File: config.mk
export PLATFORM = sky130hd
export DESIGN_NAME = irom_arbiter
export DESIGN_NICKNAME = d
export VERILOG_FILES = /design/src/rtl/irom_arbiter.sv
export SDC_FILE = /design/constraint.sdc
export NUM_CORES = 1
export LEC_CHECK = 0
export CORE_ASPECT_RATIO = 1.25
export CORE_MARGIN = 5
export CORE_UTILIZATION = 19
export DETAILED_ROUTE_END_ITERATION = 10
export HOLD_SLACK_MARGIN = 0.12
export PLACE_DENSITY = 0.76
export SLEW_MARGIN = 10
export SYNTH_ARGS = -nofsm -noshare
export SYNTH_HDL_FRONTEND = slang
export SYNTH_SLANG_ARGS = --single-unit
export TNS_END_PERCENT = 5
File: constraint.sdc
create_clock -name clk -period 2.16 [get_ports clk]
set_input_delay 0.54 -clock clk [delete_from_list [all_inputs] [get_ports clk]]
set_output_delay 0.54 -clock clk [all_outputs]
set_load 0.005 [all_outputs]
File: src/rtl/irom_arbiter.sv
// irom_arbiter: fixed-priority fetch/debug arbiter with starvation guard and response router for a 1-cycle-latency ROM
module irom_arbiter #(
  parameter int ADDR_W = 10,
  parameter int STARVE_MAX = 4
) (
  input  logic              clk,
  input  logic              rst_n,
  input  logic              if_req,
  input  logic [31:0]       if_addr,
  output logic              if_gnt,
  output logic              if_rvalid,
  output logic [31:0]       if_rdata,
  output logic              if_err,
  input  logic              dbg_req,
  input  logic [31:0]       dbg_addr,
  output logic              dbg_gnt,
  output logic              dbg_rvalid,
  output logic [31:0]       dbg_rdata,
  output logic              dbg_err,
  output logic              rom_en,
  output logic [ADDR_W-1:0] rom_adr,
  input  logic [31:0]       rom_inst
);
  localparam logic [3:0] SMAX = 4'(STARVE_MAX);
  logic resp_valid, resp_owner, resp_err;
  logic [3:0] starve_cnt;
  logic dbg_win, gnt, legal;
  logic [31:0] gaddr;
  always_comb begin
    dbg_win = dbg_req && (!if_req || starve_cnt == SMAX);
    if_gnt = rst_n && if_req && !dbg_win;
    dbg_gnt = rst_n && dbg_win;
    gnt = if_gnt || dbg_gnt;
    gaddr = dbg_win ? dbg_addr : if_addr;
    legal = gaddr[1:0] == 2'b00 && (gaddr >> (ADDR_W + 2)) == 32'd0;
    rom_en = gnt && legal;
    rom_adr = rom_en ? gaddr[ADDR_W+1:2] : '0;
    if_rvalid = resp_valid && !resp_owner;
    dbg_rvalid = resp_valid && resp_owner;
    if_err = if_rvalid && resp_err;
    dbg_err = dbg_rvalid && resp_err;
    if_rdata = (if_rvalid && !resp_err) ? rom_inst : 32'd0;
    dbg_rdata = (dbg_rvalid && !resp_err) ? rom_inst : 32'd0;
  end
  always_ff @(posedge clk or negedge rst_n) begin
    if (!rst_n) begin
      resp_valid <= 1'b0;
      resp_owner <= 1'b0;
      resp_err <= 1'b0;
      starve_cnt <= 4'd0;
    end else begin
      resp_valid <= gnt;
      resp_owner <= dbg_gnt;
      resp_err <= gnt && !legal;
      starve_cnt <= (if_gnt && dbg_req) ? (starve_cnt == SMAX ? SMAX : starve_cnt + 4'd1) : 4'd0;
    end
  end
endmodule

### After elaboration in Yosys (flattened, before gate mapping)

Cells that the tools add are included.

* flip-flop bits (word level): 7
* word-level logic and storage cells: 35

* add/sub/neg operators: 1
* eq/ne operators: 1
* mux-type cells: 6
* reductions and logical operators: 23

Operator list (count)
* $mux W32: 3
* $logic_not A32 Y1: 1
* $logic_and A1 B1 Y1: 14
* $mux W10: 1
* $mux W4: 2
* $logic_not A1 Y1: 5
* $add A4 B1 Y4 const B: 1
* $eq A4 B3 Y1 const B: 1
* $logic_not A2 Y1: 1
* $logic_or A1 B1 Y1: 2

### Longest topological paths before layout

Gate-level depths: netlist (run 1).

* word-level depth: 8
* gate-level depth with buffers: 7
* depth with buffers taken out: 6

### Least setup slack after synthesis (run 1)

No wires, ideal clock.

* kind: input to output
* start: input port dbg_addr[17]
* end: output port rom_adr[0]
* data arrival time: 1.642 ns
* data required time: 1.620 ns
* path slack: -0.022 ns
* stages: 5
* path buffers: 1
* path through: or4_4 -> nor3_2 -> and4_1 -> buf_6 -> a22o_1

* cells in the longest elaborated chain, start to end: 5

RTL lines
* from (decl): RTL line 15 `input logic [31:0] dbg_addr,`
* $mux W32: RTL line 34 `gaddr = dbg_win ? dbg_addr : if_addr;`
* $logic_not A32 Y1: RTL line 35 `legal = gaddr[1:0] == 2'b00 && (gaddr >> (ADDR_W + 2)) == 32'd0;`
* $logic_and A1 B1 Y1: RTL line 35
* $logic_and A1 B1 Y1: RTL line 36 `rom_en = gnt && legal;`
* $mux W10: RTL line 37 `rom_adr = rom_en ? gaddr[ADDR_W+1:2] : '0;`
* to (decl): RTL line 21 `output logic [ADDR_W-1:0] rom_adr,`

Every way passes these cells.

### Final worst setup path (run 1)

* start: input port dbg_addr[19]
* end: output port rom_adr[8]

Same word-level chain as after synthesis.

==> results of run 1 <==
## critical path, cell delays in order
cell and delay, ps:
sky130_fd_sc_hd__buf_6 90, sky130_fd_sc_hd__or4_4 530, sky130_fd_sc_hd__nor3_4 130, sky130_fd_sc_hd__and4_4 250
sky130_fd_sc_hd__buf_6 120, sky130_fd_sc_hd__a22o_1 120, sky130_fd_sc_hd__buf_2 110
## timing repair
action / 4_1_cts / 5_1_grt
endpoints found under the setup margin: 77 / 27
resized for setup: 202 / 25
pin swaps: 25 / 28
cloned: 2 / 0
hold endpoints to repair: 0 / 0
setup buffers: 3 / 0
hold buffers: 0 / 0
## through the flow
stage,hold slack [ps],instances,instance area [um2],setup slack (ps)
after floorplan,244,136,1000,-5.98
after global placement,517,388,3000,-1010
after detailed placement,526,388,3000,-1010
after CTS,531,397,2990,-400
after global routing,338,396,3020,-351
final,296,396,3020,-274
## state kept, by name, indices dropped and copies added, names as in the netlist
register	flops
resp_err	1
starve_cnt	4
resp_valid	1
resp_owner	1
## power breakdown
part	internal, mW	switching, mW	total [mW]
clock network	0.127	0.0547	0.182
logic	0.216	0.0962	0.312
registers	0.136	0.00411	0.140
## cells in the final DEF, fill, tap and decap left out, drive strengths merged, types with 2 or more instances in the layout
cell           instances
inv                    4
nand2                  2
o21ai                  3
nor4                   9
ha                     2
a22o                  10
and3                   4
clkbuf                 8
and4                   2
buf                   43
nand3                  3
clkdlybuf4s15          7
dlygate4sd2           81
dfrtp                  7
and2                  67
clkdlybuf4s50         60
dlymetal6s2s           6
nor2                   4
nor2b                  3
## routing by layer
| metal | vias to the layer above | wire length, um | GRT usage |
|---|---|---|---|
| met3 | 11 | 1000 | 0.0608 |
| li1 | 860 | - | - |
| met5 | - | 0 | 0 |
| met2 | 143 | 3060 | 0.319 |
| met4 | 0 | 126 | 0.0504 |
| met1 | 757 | 1770 | 0.133 |
## layout make-up
type | instances | area (um2)
Timing Repair Buffer | 201 | 1810
Sequential cell | 7 | 175
Fill cell | 493 | 2090
Clock buffer | 4 | 45.0
Tap cell | 62 | 77.6
Inverter | 4 | 15.0
Multi-Input combinational cell | 118 | 900
## kinds of logic (layout without fill, tap and decap cells)
family	Yosys count	count (layout)	share of synthesized area
AND/OR/NAND/NOR	101	101	0.633
XOR/XNOR	1	1	0.00872
buffers and inverters	11	209	0.0486
adder cells (fa/ha/maj)	2	2	0.0249
flip-flops	7	7	0.174
AO/OA/AOI/OAI	14	14	0.111
## worst max path at each step
stage,start,to,slack [ps],cells after the start
floorplan,dbg_addr[17],rom_adr[0],-6,5
global route,if_addr[1],rom_adr[4],-350,8
detailed placement,dbg_addr[17],rom_adr[8],-1010,7
finish,dbg_addr[19],rom_adr[8],-270,7
global placement,dbg_addr[17],rom_adr[7],-1010,7
CTS,dbg_addr[19],rom_adr[3],-400,8
==> results summary, run 1 <==
The run finished, with violations left. The checks that failed: setup timing. The max-capacitance violation count came out at 0. The total grt overflow is 0.

The highest fanout seen on the critical path is 5. The clock edge transition at the registers on the reported setup and hold paths is 40 ps. The most frequently used cell type in the post-synthesis netlist is sky130_fd_sc_hd__and2_1. The final clock period utilization by the worst path is 1.13. Yosys attributes the largest share of cell area to sky130_fd_sc_hd__and2_1, sky130_fd_sc_hd__dfrtp_1, sky130_fd_sc_hd__a22o_1. The floorplan die area came out at about 6900 um2. The post-synthesis net count is ~240. The maximum number of pins on one net before global-route repair came out at 33.

The number of distinct library cell variants in the gate-level netlist after synthesis came out at 25. The cell accounting for the most synthesized area is sky130_fd_sc_hd__and2_1. The number of vias per cell after detailed routing came out at approximately 4.5. The chip width came out at 75.0 um. Once detail routing completed, the nets flagged for antenna violations numbered 0. The wire length of the first global-routing pass came out at 8600 um. The highest attainable clock frequency is about 400 MHz. The launch instance of the worst register-to-register path is starve_cnt[0]. The endpoint of the most critical register-to-register path is resp_err. Measured on the finished design, the core utilization comes to 0.591. Once detailed placement completed, the half-perimeter wirelength came to approximately 5200 um. The number of buffers added by the clock tree synthesis step came out at 3. Ranked by instance count, the synthesized netlist is headed by sky130_fd_sc_hd__and2_1, sky130_fd_sc_hd__a22o_1, sky130_fd_sc_hd__nor4_1, sky130_fd_sc_hd__dfrtp_1, sky130_fd_sc_hd__clkbuf_1. The count of input and output buffers is 180.

The final routed wirelength across all metal layers is 5960 um. The floorplan core area is 5120 um2. The worst register-to-register path has a setup slack of 620 ps. The synthesis-stage register bit count is 7. The count of synthesis-stage warnings from yosys came out at 0. For this configuration, the core starts out at a cell density of 0.196. Of the cells placed in the final design, the portion with a size suffix greater than 1 is 0.216. The proportion of netlist area held by the largest area contributor came out at 0.417. The worst setup path is captured at an output pin. The antenna diode count came out at 0. In this run the number of H-tree levels came out at 1. The final hold violation count is 0.

The tree is rooted in a sky130_fd_sc_hd__clkbuf_8. The detailed router's first-iteration violation count is 42. The number of ports placed on the die boundary is 181.

VDD sags by at most between 0.2 and 0.25 mV. In the final routed layout, each cell accounts on average for approximately 15 um. The static leakage is 1.67 nW. In this run the worst hold path is classified as input pin to async pin. The post-layout total power is 0.634 mW. The global router's overall resource usage is 0.159. At the pin with the least slew margin, the transition time is 314 ps. In this run the vertical extent of the chip is 91.3 um. The critical path in this run is classified as input pin to output pin.

The fraction of the yosys area taken by sequential cells is 0.174. Setup repair after global routing could not meet its margin everywhere. The setup violation total in the final timing report is 11. The post-synthesis instance area is 1000 um2. The synthesized instance count is approximately 140.

At the worst endpoint, the required time is 1620 ps. For the worst setup path, the data arrival time is roughly 1900 ps. The count of TritonRoute iterations in the first routing pass came out at 4. The worst path in the final design needs a cycle of 2430 ps, including I/O delays and setup. After the last flow step, the layout net total stands at approximately 440.

The total negative setup slack came out at -2850 ps. The clock tree buffer depth came out at 2. The via count of the first global-routing pass is 1861.

The number of antenna violations at the first check in global routing is 0. Counting flops with a built-in enable in the synthesized netlist gives 0. In this run the tightest slew margin relative to its limit is 0.788. The count of vias placed by the detailed router came out at roughly 1800. Of all flip-flops after synthesis, the portion carrying an async set or reset was 1.00. The TritonCTS clock tree is built. The clock net in this run drives a total of 7 sinks.

The final weighted congestion in routability-driven placement came out at 0.745. The residual DRC count is 0. The max-slew violation count is 0. The worst register-to-register path has a depth of 6. The worst setup path is launched from an input pin. The smallest setup slack after layout is -274 ps.

After synthesis, the mean cell area works out to 7.39 um2. The most used flip-flop cell after synthesis is sky130_fd_sc_hd__dfrtp_1. The worst setup skew after layout is 3.93 ps. The floorplan has 29 rows.

The clock latency at the later pin of the worst-skew pair is 230 ps. The synthesis-to-finish area growth is 201%. The areal power density over the cells is 210 nW/um2.
Power figures use the tool's default switching activity.
==> run 2, diff against run 1 <==
Settings changed: CORE_ASPECT_RATIO 1.25 to 0.5, CTS_CLUSTER_DIAMETER set to 100, TNS_END_PERCENT 5 to unset.
==> run 2 against run 1 <==
Compared with the run above:
- the run still ends with setup timing left
- register-to-register slack gained 50 ps
- sequential share of layout area decreased by 0.22 points
- flip-flop and latch count stayed put
- combinational power is 13% higher
- cell area rose by 4.0%
- critical path depth unchanged
- worst setup slack got worse by 16 ps
- clock-buffer cell count down 1
- core utilization increased by 3.5 points
- sequential power about the same
- die area is 1.2% higher
- highest routed layer unchanged
==> results summary, run 2 (synthesized netlist as in run 1, its figures left out) <==
The flow ran to the end, but the final reports show violations. The checks that failed: setup timing. The filler-free cell count of the finished design is 430. The post-layout total power came out at 0.676 mW.

The tree is rooted in a sky130_fd_sc_hd__clkbuf_8. The part of the total power dissipated in combinational logic came out at 0.519. In the global route stage, overall resource usage came out at 0.174.

TritonCTS built the clock tree. In this run the worst path has a maximum fanout of 5. The worst setup path is captured at an output pin. Of the total power, the share spent switching nets is 0.253. 181 I/O pins were placed. The shortest period the worst path allows is ~2400 ps. In the layout the commonest cells are sky130_fd_sc_hd__and2_1, sky130_fd_sc_hd__clkdlybuf4s50_1, sky130_fd_sc_hd__buf_2. The reported net switching power came out at 0.171 mW. More flip-flops sit in one register than any other, and that register is starve_cnt. The count of TritonRoute iterations in the first routing pass came out at 4. The clock edge transition at the registers on the reported setup and hold paths is 40 ps.

The clock latency at the later pin of the worst-skew pair came out at 230 ps. STA classifies the critical path startpoint as an input pin. The final HPWL from detailed placement came out at 5300 um. The share of power burned in registers is 0.208.

The number of buffers added by the clock tree synthesis step is 3. The multi-input combinational cell area is 886 um2. The most common cell after layout, fill and taps aside is sky130_fd_sc_hd__and2_1. The number of vias per cell after detailed routing came out at roughly 4.3. The maximum level of the CTS H-tree is 1.

The share of final-layout standard cells stronger than drive strength 1 came out at 0.378. The synthesis-to-finish area growth came out at 213%. The smallest setup slack after layout came out at -289 ps.

The highest attainable clock frequency came out at 408 MHz. The final hold violation count is 0. The flip-flop count of the largest register, all copies and words added came out at 4.

The first global-routing pass estimated 9740 um of wire. For this configuration, the core starts out at a cell density of 0.200. Internal power comes to 0.505 mW.

The setup violation total in the final timing report is 11. The antenna diode count came out at 0. The share of the core filled with cells is 0.626. The transition at the pin with the smallest max-transition slack came out at 274 ps. The total grt overflow is 0. The worst setup path is of the input pin to output pin kind.

The clock passes through at most 2 buffers. The arrival time at the worst endpoint came out at 1910 ps. The worst setup skew after layout came out at 2.92 ps. The count of standard-cell rows is 18. The total number of nets in the final design is 463. The average detailed-routed wire length per instance is 15.6 um.

The count of input and output buffers is 180. Setup repair after global routing could not meet its margin everywhere. The chip width is 113 um.

The tightest min-delay check is of the input pin to async pin type. The count of vias placed by the detailed router is 1866. The layout has approximately 440 filler cells. The number of antenna violations at the first check in global routing is 0. Once placement completed, the tool counted placed cells totaling 395. The final cell area excluding filler cells is 3140 um2. The final routed wirelength across all metal layers is 6710 um. IR analysis of the VDD net gives a maximum drop of 0.134 mV. The static leakage is 1.65 nW.

The number of buffers inserted for hold repair after clock tree synthesis is 0. The data required time at the worst endpoint came out at 1620 ps. The max-slew violation count came out at 0. The final weighted congestion in routability-driven placement came out at 0.863. The die covers 6930 um2. Registers take 175 um2.

The detailed router finished its first iteration with 29 violations. The residual DRC count came out at 0. The floorplan core area is around 5000 um2. In this run the power density over the cells is about 220 nW/um2.

The share of total power dissipated in the clock network is 0.273. The maximum number of pins on one net before global-route repair came out at 9. In this run the cell area measured after placement is 2980 um2. Once detail routing completed, the nets flagged for antenna violations numbered 0. The vertical extent of the die came out at 61.4 um. Max-cap violations in this run came to 0. The headroom to the max-slew limit is 0.815. The via count of the first global-routing pass is 1998. The clock sink count is 7. In the finished design, the share of the clock period the worst path needs comes to 1.13.
run 2: layer usage:
metal	GRT usage	part of all wire	wire [um]
met5	0	0	0
met4	0.0445	0.015	102
met3	0.0324	0.059	395
met2	0.354	0.54	3640
met1	0.192	0.38	2570
run 2: critical path, stage by stage:
cell	delay, ps
sky130_fd_sc_hd__clkbuf_2	80
sky130_fd_sc_hd__or4_4	530
sky130_fd_sc_hd__nor3_4	130
sky130_fd_sc_hd__and4_4	260
sky130_fd_sc_hd__buf_6	110
sky130_fd_sc_hd__a22o_1	130
sky130_fd_sc_hd__buf_2	110
run 2: power groups by stage:
stage	registers (mW)	clock network, mW	logic (mW)
2_1_floorplan	0.140	0	0.0545
3_3_place_gp	0.140	0	0.335
3_5_place_dp	0.140	0	0.342
4_1_cts	0.140	0.189	0.345
5_1_grt	0.141	0.194	0.377
6_report	0.140	0.185	0.351
run 2: what timing repair did:
action,in CTS,in global routing
resized for setup,274,79
pin swaps,27,24
setup endpoints to repair,77,57
setup buffers,20,2
gates cloned,10,0
run 2: path summary, 6_finish.rpt:
| check | startpoint | end | slack, ps | cells after the start |
|---|---|---|---|---|
| worst max-delay path | dbg_addr[17] | rom_adr[6] | -290 | 7 |
| worst min-delay path | rst_n | resp_valid | 460 | 4 |
| worst max register to register | starve_cnt[1] | resp_err | 670 | 6 |
| worst min register to register | starve_cnt[0] | starve_cnt[0] | 560 | 2 |
| max in group asynchronous | rst_n | starve_cnt[0] | 1570 | 4 |
| min in group clk | starve_cnt[0] | starve_cnt[0] | 560 | 2 |
run 2: per-stage QoR:
step           setup slack (ps)  hold slack (ps)  TNS, ps
2_1_floorplan             -5.98              244    -59.8
3_3_place_gp               -976              518   -11940
3_5_place_dp              -1030              530   -12970
4_1_cts                    -424              536    -4390
5_1_grt                    -353              490    -3670
6_report                   -289              457    -2910
run 2: area by class of cell:
type / instances / area share
Timing Repair Buffer: 227 / 0.615
Multi-Input combinational cell: 118 / 0.282
Sequential cell: 7 / 0.0557
Tap cell: 70 / 0.0279
Clock buffer: 3 / 0.0131
Inverter: 4 / 0.00478
Clock inverter: 1 / 0.00159
